File: config.mk
export PLATFORM = sky130hd
export DESIGN_NAME = dkong3_sub_mixer_flat
export DESIGN_NICKNAME = d
export VERILOG_FILES = /design/src/rtl/dkong3_audio_pkg.sv /design/src/rtl/dkong3_sub_mixer_if.sv /design/src/rtl/dkong3_dc_block.sv /design/src/rtl/dkong3_sub_mixer.sv /design/src/flat_wrapper.sv
export SDC_FILE = /design/constraint.sdc
export NUM_CORES = 1
export LEC_CHECK = 0
export CORE_ASPECT_RATIO = 0.5
export CORE_MARGIN = 2
export CORE_UTILIZATION = 48
export CTS_BUF_LIST = sky130_fd_sc_hd__clkbuf_2
export DETAILED_ROUTE_END_ITERATION = 10
export PLACE_DENSITY = 0.65
export SYNTH_ARGS = -nofsm -noshare
export SYNTH_HDL_FRONTEND = slang
export SYNTH_SLANG_ARGS = --single-unit
File: constraint.sdc
create_clock -name I_CLK -period 19.7 [get_ports I_CLK]
set_input_delay 3.94 -clock I_CLK [delete_from_list [all_inputs] [get_ports I_CLK]]
set_output_delay 3.94 -clock I_CLK [all_outputs]
set_load 0.01 [all_outputs]
File: src/rtl/dkong3_audio_pkg.sv
// Shared types and arithmetic helpers for the DK3 sub-CPU audio mixer and its DC blocker.
package dkong3_audio_pkg;

   typedef enum logic [1:0] {
      IDLE   = 2'd0,
      ACCUM  = 2'd1,
      OUTPUT = 2'd2,
      FILTER = 2'd3
   } state_e;

   function automatic int acc_width(input int in_w, input int gain_w, input int num_ch);
      return in_w + gain_w + 1 + $clog2(num_ch);
   endfunction

   // Inverted-offset rule: (2^(in_w-1)-1) - s; the caller keeps the low in_w bits as signed.
   function automatic logic [31:0] conv_offset(input logic [31:0] s, input int in_w);
      logic [31:0] mid;
      mid = (32'd1 << (in_w - 1)) - 32'd1;
      return mid - s;
   endfunction

   function automatic logic sat_clips(input logic signed [63:0] v, input int w);
      logic signed [63:0] hi;
      logic signed [63:0] lo;
      hi = (64'sd1 <<< (w - 1)) - 64'sd1;
      lo = -hi - 64'sd1;
      return (v > hi) || (v < lo);
   endfunction

   function automatic logic signed [63:0] saturate(input logic signed [63:0] v, input int w);
      logic signed [63:0] hi;
      logic signed [63:0] lo;
      hi = (64'sd1 <<< (w - 1)) - 64'sd1;
      lo = -hi - 64'sd1;
      if (v > hi) return hi;
      if (v < lo) return lo;
      return v;
   endfunction

endpackage

File: src/rtl/dkong3_sub_mixer_if.sv
// Sample-side bus of the DK3 sub mixer: per-channel inputs, mixed output and status.
interface dkong3_sub_mixer_if #(
   parameter int NUM_CH = 2,
   parameter int IN_W   = 16,
   parameter int GAIN_W = 8,
   parameter int OUT_W  = 16
);
   import dkong3_audio_pkg::*;

   // I_SAMPLE_CE is a one-cycle offer with no back-pressure: it is accepted only while
   // O_BUSY is low; an offer made while O_BUSY is high is dropped and latches O_OVERRUN.
   // O_VALID is a one-cycle pulse qualifying O_SAMPLE/O_CLIP; there is no ready on that side.
   logic                       I_SAMPLE_CE;
   logic [NUM_CH*IN_W-1:0]     I_SAMPLES;
   logic [NUM_CH*GAIN_W-1:0]   I_GAIN;
   logic [NUM_CH-1:0]          I_MUTE;
   logic [OUT_W-1:0]           O_SAMPLE;
   logic                       O_VALID;
   logic                       O_CLIP;
   logic                       O_BUSY;
   logic                       O_OVERRUN;
   state_e                     O_DBG_STATE;

   modport master (
      output I_SAMPLE_CE, I_SAMPLES, I_GAIN, I_MUTE,
      input  O_SAMPLE, O_VALID, O_CLIP, O_BUSY, O_OVERRUN, O_DBG_STATE
   );

   modport slave (
      input  I_SAMPLE_CE, I_SAMPLES, I_GAIN, I_MUTE,
      output O_SAMPLE, O_VALID, O_CLIP, O_BUSY, O_OVERRUN, O_DBG_STATE
   );

endinterface

File: src/rtl/dkong3_dc_block.sv
// One-pole DC blocker y = x - x_prev + y_prev - (y_prev >>> DC_SHIFT), saturated to OUT_W.
module dkong3_dc_block
   import dkong3_audio_pkg::*;
#(
   parameter int OUT_W    = 16,
   parameter int DC_SHIFT = 8
) (
   input  logic                    clk_i,
   input  logic                    rst_i,
   input  logic                    en_i,
   input  logic signed [OUT_W-1:0] x_i,
   output logic signed [OUT_W-1:0] y_o,
   output logic                    clip_o
);
   logic signed [OUT_W-1:0] x_prev_q;
   logic signed [OUT_W-1:0] y_prev_q;
   logic signed [63:0]      y_raw;

   always_comb begin
      y_raw  = 64'(x_i) - 64'(x_prev_q) + 64'(y_prev_q) - 64'(y_prev_q >>> DC_SHIFT);
      y_o    = OUT_W'(saturate(y_raw, OUT_W));
      clip_o = sat_clips(y_raw, OUT_W);
   end

   // History advances only when the filtered sample is actually emitted.
   always_ff @(posedge clk_i or posedge rst_i) begin
      if (rst_i) begin
         x_prev_q <= '0;
         y_prev_q <= '0;
      end else if (en_i) begin
         x_prev_q <= x_i;
         y_prev_q <= y_o;
      end
   end

endmodule

File: src/rtl/dkong3_sub_mixer.sv
// Time-multiplexed gain/mute mixer for the DK3 sub-CPU APU streams, one multiplier shared
// across channels. Optional DC blocker after the mix when DCBLOCK_EN is defined.
module dkong3_sub_mixer
   import dkong3_audio_pkg::*;
#(
   parameter int NUM_CH   = 2,
   parameter int IN_W     = 16,
   parameter int GAIN_W   = 8,
   parameter int OUT_W    = 16,
   parameter int DC_SHIFT = 8
) (
   input logic               I_CLK,
   input logic               I_RESET,
   dkong3_sub_mixer_if.slave bus
);
   localparam int ACC_W  = acc_width(IN_W, GAIN_W, NUM_CH);
   localparam int PROD_W = IN_W + GAIN_W + 1;
   localparam int IDX_W  = (NUM_CH > 1) ? $clog2(NUM_CH) : 1;
   localparam logic [IDX_W-1:0] LAST_IDX = IDX_W'(NUM_CH - 1);

   state_e                  state_q, state_d;
   logic [IDX_W-1:0]        idx_q, idx_d;
   logic signed [ACC_W-1:0] acc_q, acc_d;
   logic [IN_W-1:0]         snap_s_q [NUM_CH];
   logic [IN_W-1:0]         snap_s_d [NUM_CH];
   logic [GAIN_W-1:0]       snap_g_q [NUM_CH];
   logic [GAIN_W-1:0]       snap_g_d [NUM_CH];
   logic [NUM_CH-1:0]       snap_m_q, snap_m_d;
   logic [OUT_W-1:0]        sample_q, sample_d;
   logic                    valid_q, valid_d;
   logic                    clip_q, clip_d;
   logic                    overrun_q, overrun_d;

   logic signed [IN_W-1:0]   conv;
   logic signed [GAIN_W:0]   gain_s;
   logic signed [PROD_W-1:0] term;
   logic signed [ACC_W-1:0]  acc_sum;
   logic signed [63:0]       mix_r;
   logic [OUT_W-1:0]         mix_sat;
   logic                     mix_clip;

`ifdef DCBLOCK_EN
   logic signed [OUT_W-1:0] x_q, x_d;
   logic                    xclip_q, xclip_d;
   logic signed [OUT_W-1:0] dc_y;
   logic                    dc_clip;

   dkong3_dc_block #(.OUT_W(OUT_W), .DC_SHIFT(DC_SHIFT)) u_dc_block (
      .clk_i  (I_CLK),
      .rst_i  (I_RESET),
      .en_i   (state_q == OUTPUT),
      .x_i    (x_q),
      .y_o    (dc_y),
      .clip_o (dc_clip)
   );
`endif

   // Datapath for the channel selected by idx_q; acc_sum is the accumulator after this channel.
   always_comb begin
      conv   = IN_W'(conv_offset(32'(snap_s_q[idx_q]), IN_W));
      gain_s = signed'({1'b0, snap_g_q[idx_q]});
      if (snap_m_q[idx_q]) term = '0;
      else                 term = PROD_W'(conv) * PROD_W'(gain_s);
      acc_sum  = acc_q + ACC_W'(term);
      mix_r    = 64'(acc_sum >>> (GAIN_W - 1));
      mix_sat  = OUT_W'(saturate(mix_r, OUT_W));
      mix_clip = sat_clips(mix_r, OUT_W);
   end

   always_comb begin
      state_d   = state_q;
      idx_d     = idx_q;
      acc_d     = acc_q;
      snap_s_d  = snap_s_q;
      snap_g_d  = snap_g_q;
      snap_m_d  = snap_m_q;
      sample_d  = sample_q;
      valid_d   = 1'b0;
      clip_d    = 1'b0;
      overrun_d = overrun_q;
`ifdef DCBLOCK_EN
      x_d       = x_q;
      xclip_d   = xclip_q;
`endif
      if (bus.I_SAMPLE_CE && (state_q != IDLE)) overrun_d = 1'b1;

      unique case (state_q)
         IDLE: begin
            if (bus.I_SAMPLE_CE) begin
               for (int c = 0; c < NUM_CH; c++) begin
                  snap_s_d[c] = bus.I_SAMPLES[c*IN_W +: IN_W];
                  snap_g_d[c] = bus.I_GAIN[c*GAIN_W +: GAIN_W];
               end
               snap_m_d = bus.I_MUTE;
               acc_d    = '0;
               idx_d    = '0;
               state_d  = ACCUM;
            end
         end
         ACCUM: begin
            acc_d = acc_sum;
            idx_d = idx_q + IDX_W'(1);
            // The final channel's sum is saturated on the way into OUTPUT so the result
            // is visible during the OUTPUT cycle itself.
            if (idx_q == LAST_IDX) begin
               state_d = OUTPUT;
`ifdef DCBLOCK_EN
               x_d     = mix_sat;
               xclip_d = mix_clip;
`else
               sample_d = mix_sat;
               valid_d  = 1'b1;
               clip_d   = mix_clip;
`endif
            end
         end
         OUTPUT: begin
`ifdef DCBLOCK_EN
            sample_d = dc_y;
            valid_d  = 1'b1;
            clip_d   = xclip_q | dc_clip;
            state_d  = FILTER;
`else
            state_d  = IDLE;
`endif
         end
         default: state_d = IDLE;
      endcase
   end

   always_ff @(posedge I_CLK or posedge I_RESET) begin
      if (I_RESET) begin
         state_q   <= IDLE;
         idx_q     <= '0;
         acc_q     <= '0;
         for (int c = 0; c < NUM_CH; c++) begin
            snap_s_q[c] <= '0;
            snap_g_q[c] <= '0;
         end
         snap_m_q  <= '0;
         sample_q  <= '0;
         valid_q   <= 1'b0;
         clip_q    <= 1'b0;
         overrun_q <= 1'b0;
`ifdef DCBLOCK_EN
         x_q       <= '0;
         xclip_q   <= 1'b0;
`endif
      end else begin
         state_q   <= state_d;
         idx_q     <= idx_d;
         acc_q     <= acc_d;
         snap_s_q  <= snap_s_d;
         snap_g_q  <= snap_g_d;
         snap_m_q  <= snap_m_d;
         sample_q  <= sample_d;
         valid_q   <= valid_d;
         clip_q    <= clip_d;
         overrun_q <= overrun_d;
`ifdef DCBLOCK_EN
         x_q       <= x_d;
         xclip_q   <= xclip_d;
`endif
      end
   end

   assign bus.O_SAMPLE    = sample_q;
   assign bus.O_VALID     = valid_q;
   assign bus.O_CLIP      = clip_q;
   assign bus.O_BUSY      = (state_q != IDLE);
   assign bus.O_OVERRUN   = overrun_q;
   assign bus.O_DBG_STATE = state_q;

endmodule

File: src/flat_wrapper.sv
// flat-port wrapper written by rule: the top's interface ports become plain ports
module dkong3_sub_mixer_flat import dkong3_audio_pkg::*;
#(
   parameter int NUM_CH   = 2,
   parameter int IN_W     = 16,
   parameter int GAIN_W   = 8,
   parameter int OUT_W    = 16,
   parameter int DC_SHIFT = 8
)
  (I_CLK, I_RESET, bus_I_SAMPLE_CE, bus_I_SAMPLES, bus_I_GAIN, bus_I_MUTE, bus_O_SAMPLE, bus_O_VALID, bus_O_CLIP, bus_O_BUSY, bus_O_OVERRUN, bus_O_DBG_STATE);
  dkong3_sub_mixer_if #(.NUM_CH(NUM_CH), .IN_W(IN_W), .GAIN_W(GAIN_W), .OUT_W(OUT_W)) bus_i ();
  input logic I_CLK;
  input logic I_RESET;
  input wire logic [$bits(bus_i.I_SAMPLE_CE)-1:0] bus_I_SAMPLE_CE;
  input wire logic [$bits(bus_i.I_SAMPLES)-1:0] bus_I_SAMPLES;
  input wire logic [$bits(bus_i.I_GAIN)-1:0] bus_I_GAIN;
  input wire logic [$bits(bus_i.I_MUTE)-1:0] bus_I_MUTE;
  output wire logic [$bits(bus_i.O_SAMPLE)-1:0] bus_O_SAMPLE;
  output wire logic [$bits(bus_i.O_VALID)-1:0] bus_O_VALID;
  output wire logic [$bits(bus_i.O_CLIP)-1:0] bus_O_CLIP;
  output wire logic [$bits(bus_i.O_BUSY)-1:0] bus_O_BUSY;
  output wire logic [$bits(bus_i.O_OVERRUN)-1:0] bus_O_OVERRUN;
  output wire logic [$bits(bus_i.O_DBG_STATE)-1:0] bus_O_DBG_STATE;
  assign bus_i.I_SAMPLE_CE = bus_I_SAMPLE_CE;
  assign bus_i.I_SAMPLES = bus_I_SAMPLES;
  assign bus_i.I_GAIN = bus_I_GAIN;
  assign bus_i.I_MUTE = bus_I_MUTE;
  assign bus_O_SAMPLE = bus_i.O_SAMPLE;
  assign bus_O_VALID = bus_i.O_VALID;
  assign bus_O_CLIP = bus_i.O_CLIP;
  assign bus_O_BUSY = bus_i.O_BUSY;
  assign bus_O_OVERRUN = bus_i.O_OVERRUN;
  assign bus_O_DBG_STATE = bus_i.O_DBG_STATE;
  dkong3_sub_mixer #(.NUM_CH(NUM_CH), .IN_W(IN_W), .GAIN_W(GAIN_W), .OUT_W(OUT_W), .DC_SHIFT(DC_SHIFT)) u_core (.I_CLK(I_CLK), .I_RESET(I_RESET), .bus(bus_i));
endmodule
* Word level (Yosys, flattened, before mapping)
Index checks and enable logic that the tools add are counted.
** Storage, ports and cells
- Bits in registers :: 98
- Input port bits :: 53
- Output and inout port bits :: 22
- Word-level logic and storage cells :: 60
** Operators by class
- $add $sub $neg :: 3
- Multiply operators :: 1
- $lt $le $gt $ge :: 4
- Eq/ne operators :: 3
- Multiplexer cells :: 27
- Bitwise operators :: 1
- Reduce and logical (&&, ||, !) cells :: 9
** Operators with widths (count)
- two-way mux 16 bit :: 7
- case mux 26 bit (2 select lines) :: 1
- adder 26 x 25 -> 26 bit :: 1
- two-way mux 26 bit :: 1
- multiplier 16 x 9 -> 25 bit :: 1
- two-way mux 25 bit :: 1
- two-way mux 8 bit :: 3
- greater-than comparator 19 x 16 -> 1 bit, second input constant :: 1
- < comparator 19 x 16 -> 1 bit, second input constant :: 1
- subtractor 15 x 16 -> 16 bit, first input constant :: 1
- two-way mux 1 bit :: 10
- AND reduction 2 bit :: 4
- two-way mux 2 bit :: 2
- case mux 2 bit (2 select lines) :: 1
- nonzero test 2 bit :: 2
- == test 2 x 1 -> 1 bit, second input constant :: 1
- greater-or-equal comparator 2 bit, second input constant :: 1
- logical NOT 2 bit :: 1
- < comparator 1 x 2 -> 1 bit, second input constant :: 1
- inequality test 2 x 1 -> 1 bit, second input constant :: 1
- inequality test 2 bit, second input constant :: 1
- inverter 1 -> 2 bit :: 1
- case mux 1 bit (2 select lines) :: 1
- adder 1 bit, second input constant :: 1
- 2 further kinds :: 2

* Depth between registers and ports, before layout
- Depth in word-level cells :: 13
- Depth in mapped cells :: 36
- Mapped depth without buffers :: 32

* Worst setup path before layout
No wires, ideal clock.
- Kind :: flip-flop to flip-flop
- From :: register u_core.idx_q
- To :: register u_core.sample_q[0], in the netlist u_core.bus.O_SAMPLE[0]
- Setup time :: 80 ps
- Arrival time :: 8130 ps
- Required time :: 19620 ps
- Path slack :: 11491 ps
- Stages on the path, launching flop included :: 36
- Buffers on the path :: 4
- Period minus slack after synthesis :: 8209 ps
- Cells stage by stage :: dfrtp_1 -> clkbuf_1 -> clkbuf_1 -> clkbuf_1 -> mux2i_1 -> nand2_1 -> fa_1 -> inv_1 -> fa_1 -> ha_1 -> inv_1 -> fa_1 -> inv_1 -> fa_1 -> a21o_1 -> a41oi_1 -> nor4b_2 -> o31ai_1 -> and2_1 -> o21a_1 -> o211ai_1 -> nand2_1 -> xnor2_1 -> nor2_1 -> ha_1 -> a21oi_1 -> o21a_1 -> o21ai_0 -> a211oi_1 -> o21ai_2 -> o31ai_1 -> xnor2_2 -> xnor2_2 -> o21ai_4 -> buf_6 -> o22ai_2
** Between the ends
- Longest elaborated chain between the ends :: 13
- Elaborated cells between the ends (all ways) :: 22
- Classes of those cells :: 2 x add/sub; 1 x mul; 2 x order compare; 15 x mux; 1 x bitwise; 1 x reduce/logical
** Ends and longest elaborated chain
- start: declaration :: line dkong3_sub_mixer.sv:22 : logic [IDX_W-1:0] idx_q, idx_d;
- start signal: assignment :: line dkong3_sub_mixer.sv:151 : idx_q <= idx_d;
- inverter 1 -> 2 bit (implied by the code) :: line dkong3_sub_mixer.sv:60, dkong3_sub_mixer.sv:61
- two-way mux 16 bit (implied by the code) (3 in a row) :: line dkong3_sub_mixer.sv:60 : conv = IN_W'(conv_offset(32'(snap_s_q[idx_q]), IN_W));
- subtractor 15 x 16 -> 16 bit :: line dkong3_audio_pkg.sv:19 : return mid - s;
- multiplier 16 x 9 -> 25 bit :: line dkong3_sub_mixer.sv:63 : else term = PROD_W'(conv) * PROD_W'(gain_s);
- two-way mux 25 bit :: line dkong3_sub_mixer.sv:62 : if (snap_m_q[idx_q]) term = '0;
- adder 26 x 25 -> 26 bit :: line dkong3_sub_mixer.sv:64 : acc_sum = acc_q + ACC_W'(term);
- < comparator 19 x 16 -> 1 bit :: line dkong3_audio_pkg.sv:36 : if (v < lo) return lo;
- two-way mux 1 bit (2 in a row) :: line dkong3_audio_pkg.sv:36
- two-way mux 16 bit :: line dkong3_audio_pkg.sv:37 : return v;
- two-way mux 16 bit :: line dkong3_audio_pkg.sv:36
- end signal: assignment :: line dkong3_sub_mixer.sv:156 : sample_q <= sample_d;
- end: declaration :: line dkong3_sub_mixer.sv:29 : logic [OUT_W-1:0] sample_q, sample_d;
Several ways; a longest one is shown, not always the timed one. The select of a mux whose other input is x is not followed.
A chain may end at the register's enable or synchronous reset.

* Worst setup path after layout
- From :: register u_core.idx_q
- To :: register u_core.sample_q[13], in the netlist u_core.bus.O_SAMPLE[13]
The elaborated chain is that of the path after synthesis.

==> flow_summary.yaml <==
run_status:
  outcome: "completed"
place:
  hpwlAfterDp_mm: 18.3
  portBuffers: 74
  place_congestion: 0.895
  place_area_um2: 10900
critical_path:
  cp-start-kind: "flip-flop"
  rr_worst_depth: 31
  critPathCaptureType: "flip-flop"
  critPathRequiredTime_ns: 20.25
  ff2ff_setup_slack_ns: 11.02
  slowest_stage: "mux2i_1"
  worstReg2RegEnd: "u_core.bus.O_SAMPLE[13]"
  r2r_start: "u_core.idx_q"
  worst-endpoint-arrival_ns: 9.22
  slowest_delay_ns: 0.71
  worstSetupPathType: "flip-flop to flip-flop"
  path_max_fanout: 46
  crit_path_frequent_cell: "fa_1"
detailed_routing:
  routed_via_density: 5.16
  ant_nets: 0
  drt_wl_total_mm: 22.7
  vias: 7658
  firstDrtPassIters: 5
  drc: 0
  wl_per_cell_um: 15.3
  first_iter_violations: 397
clocking:
  cts.clk_slew.worst_paths_ns: 0.28
  cts.sinks: 98
  cts.repair.resized: 0
  max-clock-path-buffers: 2
  clock-root-buffer: "clkbuf_2"
  clk_latency_ns: 0.67
  h-tree-depth: 3
  cts_buffers: 9
  cts_hold_buffers: 0
  post_cts_buffers: 0
  cts_tree: "yes"
finish:
  drive_gt1_frac: 0.0553
  fin_area_um2: 11100
  area_growth_pct: 11.3
  fin_nets: 1437
synth:
  ys_warn_count: 0
  synthArstFlopShare: 1.00
  syn-num-nets: 1382
  synth_area_leaders: "dfrtp_1 (25%), fa_1 (21%), ha_1 (9.4%), nand2_1 (9.1%), inv_1 (6.1%)"
  synth-edff-count: 0
  synth_cell_types: 57
  avgSynthCellArea_um2: 8.64
  postSynthCellCount: 1151
  yosys.area.top_type_share: 0.247
  ys_seq_elements: 98
  synth_top_area_cell: "dfrtp_1"
  netlist_area_um2: 9940
  synth_top_flop_cell: "dfrtp_1"
  yosysSeqAreaShare: 0.247
grt:
  track_usage: 0.223
  grt_start_max_net_pins: 77
  grt_pass1_vias: 7778
  antenna_found_initial: 1
  grt_pass1_wl_mm: 38.9
  grt-ovfl-total: 0
sta:
  slew_headroom: 0.361
  worst_pin_slew_ns: 0.958
  timing.fmax_mhz: 115
  finalSetupViolations: 0
  period_share: 0.440
  rsz0062_at_grt: "no"
  slew_viol_final: 0
  finalHoldViolCount: 0
  clock-skew-final_ns: 0.0483
  holdWs_ns: 0.499
  fin_crit_ns: 8.68
  tns_ns: 0
worst_hold_path:
  worstHoldPathType: "flip-flop to flip-flop"
  worstHoldEndpoint: "u_core.bus.O_OVERRUN"
  holdPathStages: 1
  hp-start: "u_core.bus.O_OVERRUN"
run:
  maxCapViolations: 0
die:
  rows: 37
  die_y_um: 106
  core_area_um2: 20400
  dieWidth_um: 208
  start_util: 0.487
  die_area_um2: 21900
  io_pins: 75
metal layers:
layer	part of all wire	global-route usage	vias up
met4	0.018	0.0561	0
met3	0.048	0.0405	19
li1	-	-	3792
met2	0.40	0.324	171
met1	0.53	0.341	3676
met5	0	0	-
flip-flops by register name, summed over array words and instances, names as in the netlist:
register and cells:
u_core.snap_g_q 16, u_core.bus.O_DBG_STATE 2, u_core.bus.O_OVERRUN 1, u_core.idx_q 1
u_core.bus.O_CLIP 1, u_core.acc_q 26, u_core.bus.O_SAMPLE 16, u_core.snap_m_q 2
u_core.bus.O_VALID 1, u_core.snap_s_q 32
stage by stage:
stage / utilization / setup slack, ns / cells
after floorplan: - / 11.49 / 1151
after global placement: 0.535 / 11.31 / 1468
after detailed placement: 0.535 / 11.11 / 1468
after CTS: 0.542 / 11.06 / 1484
after global routing: 0.542 / 10.35 / 1485
final: 0.542 / 11.02 / 1485
cells in the final DEF (no fill, tap or decap), types with 29 or more instances in the layout:
cell type	count
inv_1	160
o21ai_0	43
nor2_1	107
dfrtp_1	97
ha_1	75
fa_1	103
a21oi_1	35
nand2_1	241
clkdlybuf4s50_1	74
nand3_1	29
worst max-delay path: cells and delay by family, from the launching register on:
family | cells | cell delay, ns
AO/OA/AOI/OAI | 12 | 2.60
XOR/XNOR | 3 | 0.47
multiplexers | 1 | 0.71
buffers and inverters | 4 | 0.68
AND/OR/NAND/NOR | 5 | 0.86
flip-flops | 1 | 0.41
adder cells (fa/ha/maj) | 6 | 2.77
worst max path at each step:
stage                              endpoint    startpoint  cells past startpoint
global route        u_core.bus.O_SAMPLE[11]  u_core.idx_q                     31
floorplan            u_core.bus.O_SAMPLE[0]  u_core.idx_q                     35
global placement    u_core.bus.O_SAMPLE[11]  u_core.idx_q                     31
finish              u_core.bus.O_SAMPLE[13]  u_core.idx_q                     31
detailed placement  u_core.bus.O_SAMPLE[13]  u_core.idx_q                     31
CTS                 u_core.bus.O_SAMPLE[13]  u_core.idx_q                     31
area by class of cell:
type | instances | area (um^2)
fill | 1912 | 9350
clock inverter | 5 | 78.8
inverter | 162 | 611
antenna | 1 | 2.50
multi-input combinational | 855 | 6740
sequential | 98 | 2450
clock buffer | 11 | 55.1
timing repair buffer | 80 | 786
tap | 273 | 342
cell usage after synthesis, drive strengths merged (2+ instances only):
cell / instances
xor2: 17
nand4: 3
buf: 7
nand3: 29
xnor2: 28
o211ai: 3
dfrtp: 98
or2: 2
o21ai: 55
a41oi: 2
a211oi: 7
nor3b: 2
nor3: 7
nand2: 242
mux2i: 24
a21o: 12
nor2b: 7
a31o: 2
and4: 2
o21a: 6
a31oi: 5
ha: 75
mux2: 20
a21oi: 37
o22ai: 16
clkbuf: 29
fa: 103
o21bai: 7
nand2b: 8
and2: 11
o31ai: 4
nor2: 107
inv: 161
logic make-up after synthesis:
| kind of cell | count (synthesis) | share of synthesized area |
|---|---|---|
| xor gates and xnor gates | 45 | 0.0412 |
| muxes | 44 | 0.0472 |
| AOI/OAI and AO/OA | 162 | 0.108 |
| adders and majority gates | 178 | 0.302 |
| and+or+nand+nor | 426 | 0.179 |
| buffers and inverters | 198 | 0.0763 |
| DFF | 98 | 0.247 |
Power is left out: the tool's default activity adds up to more than one toggle a clock period on the data nets, which glitch-free logic cannot reach.
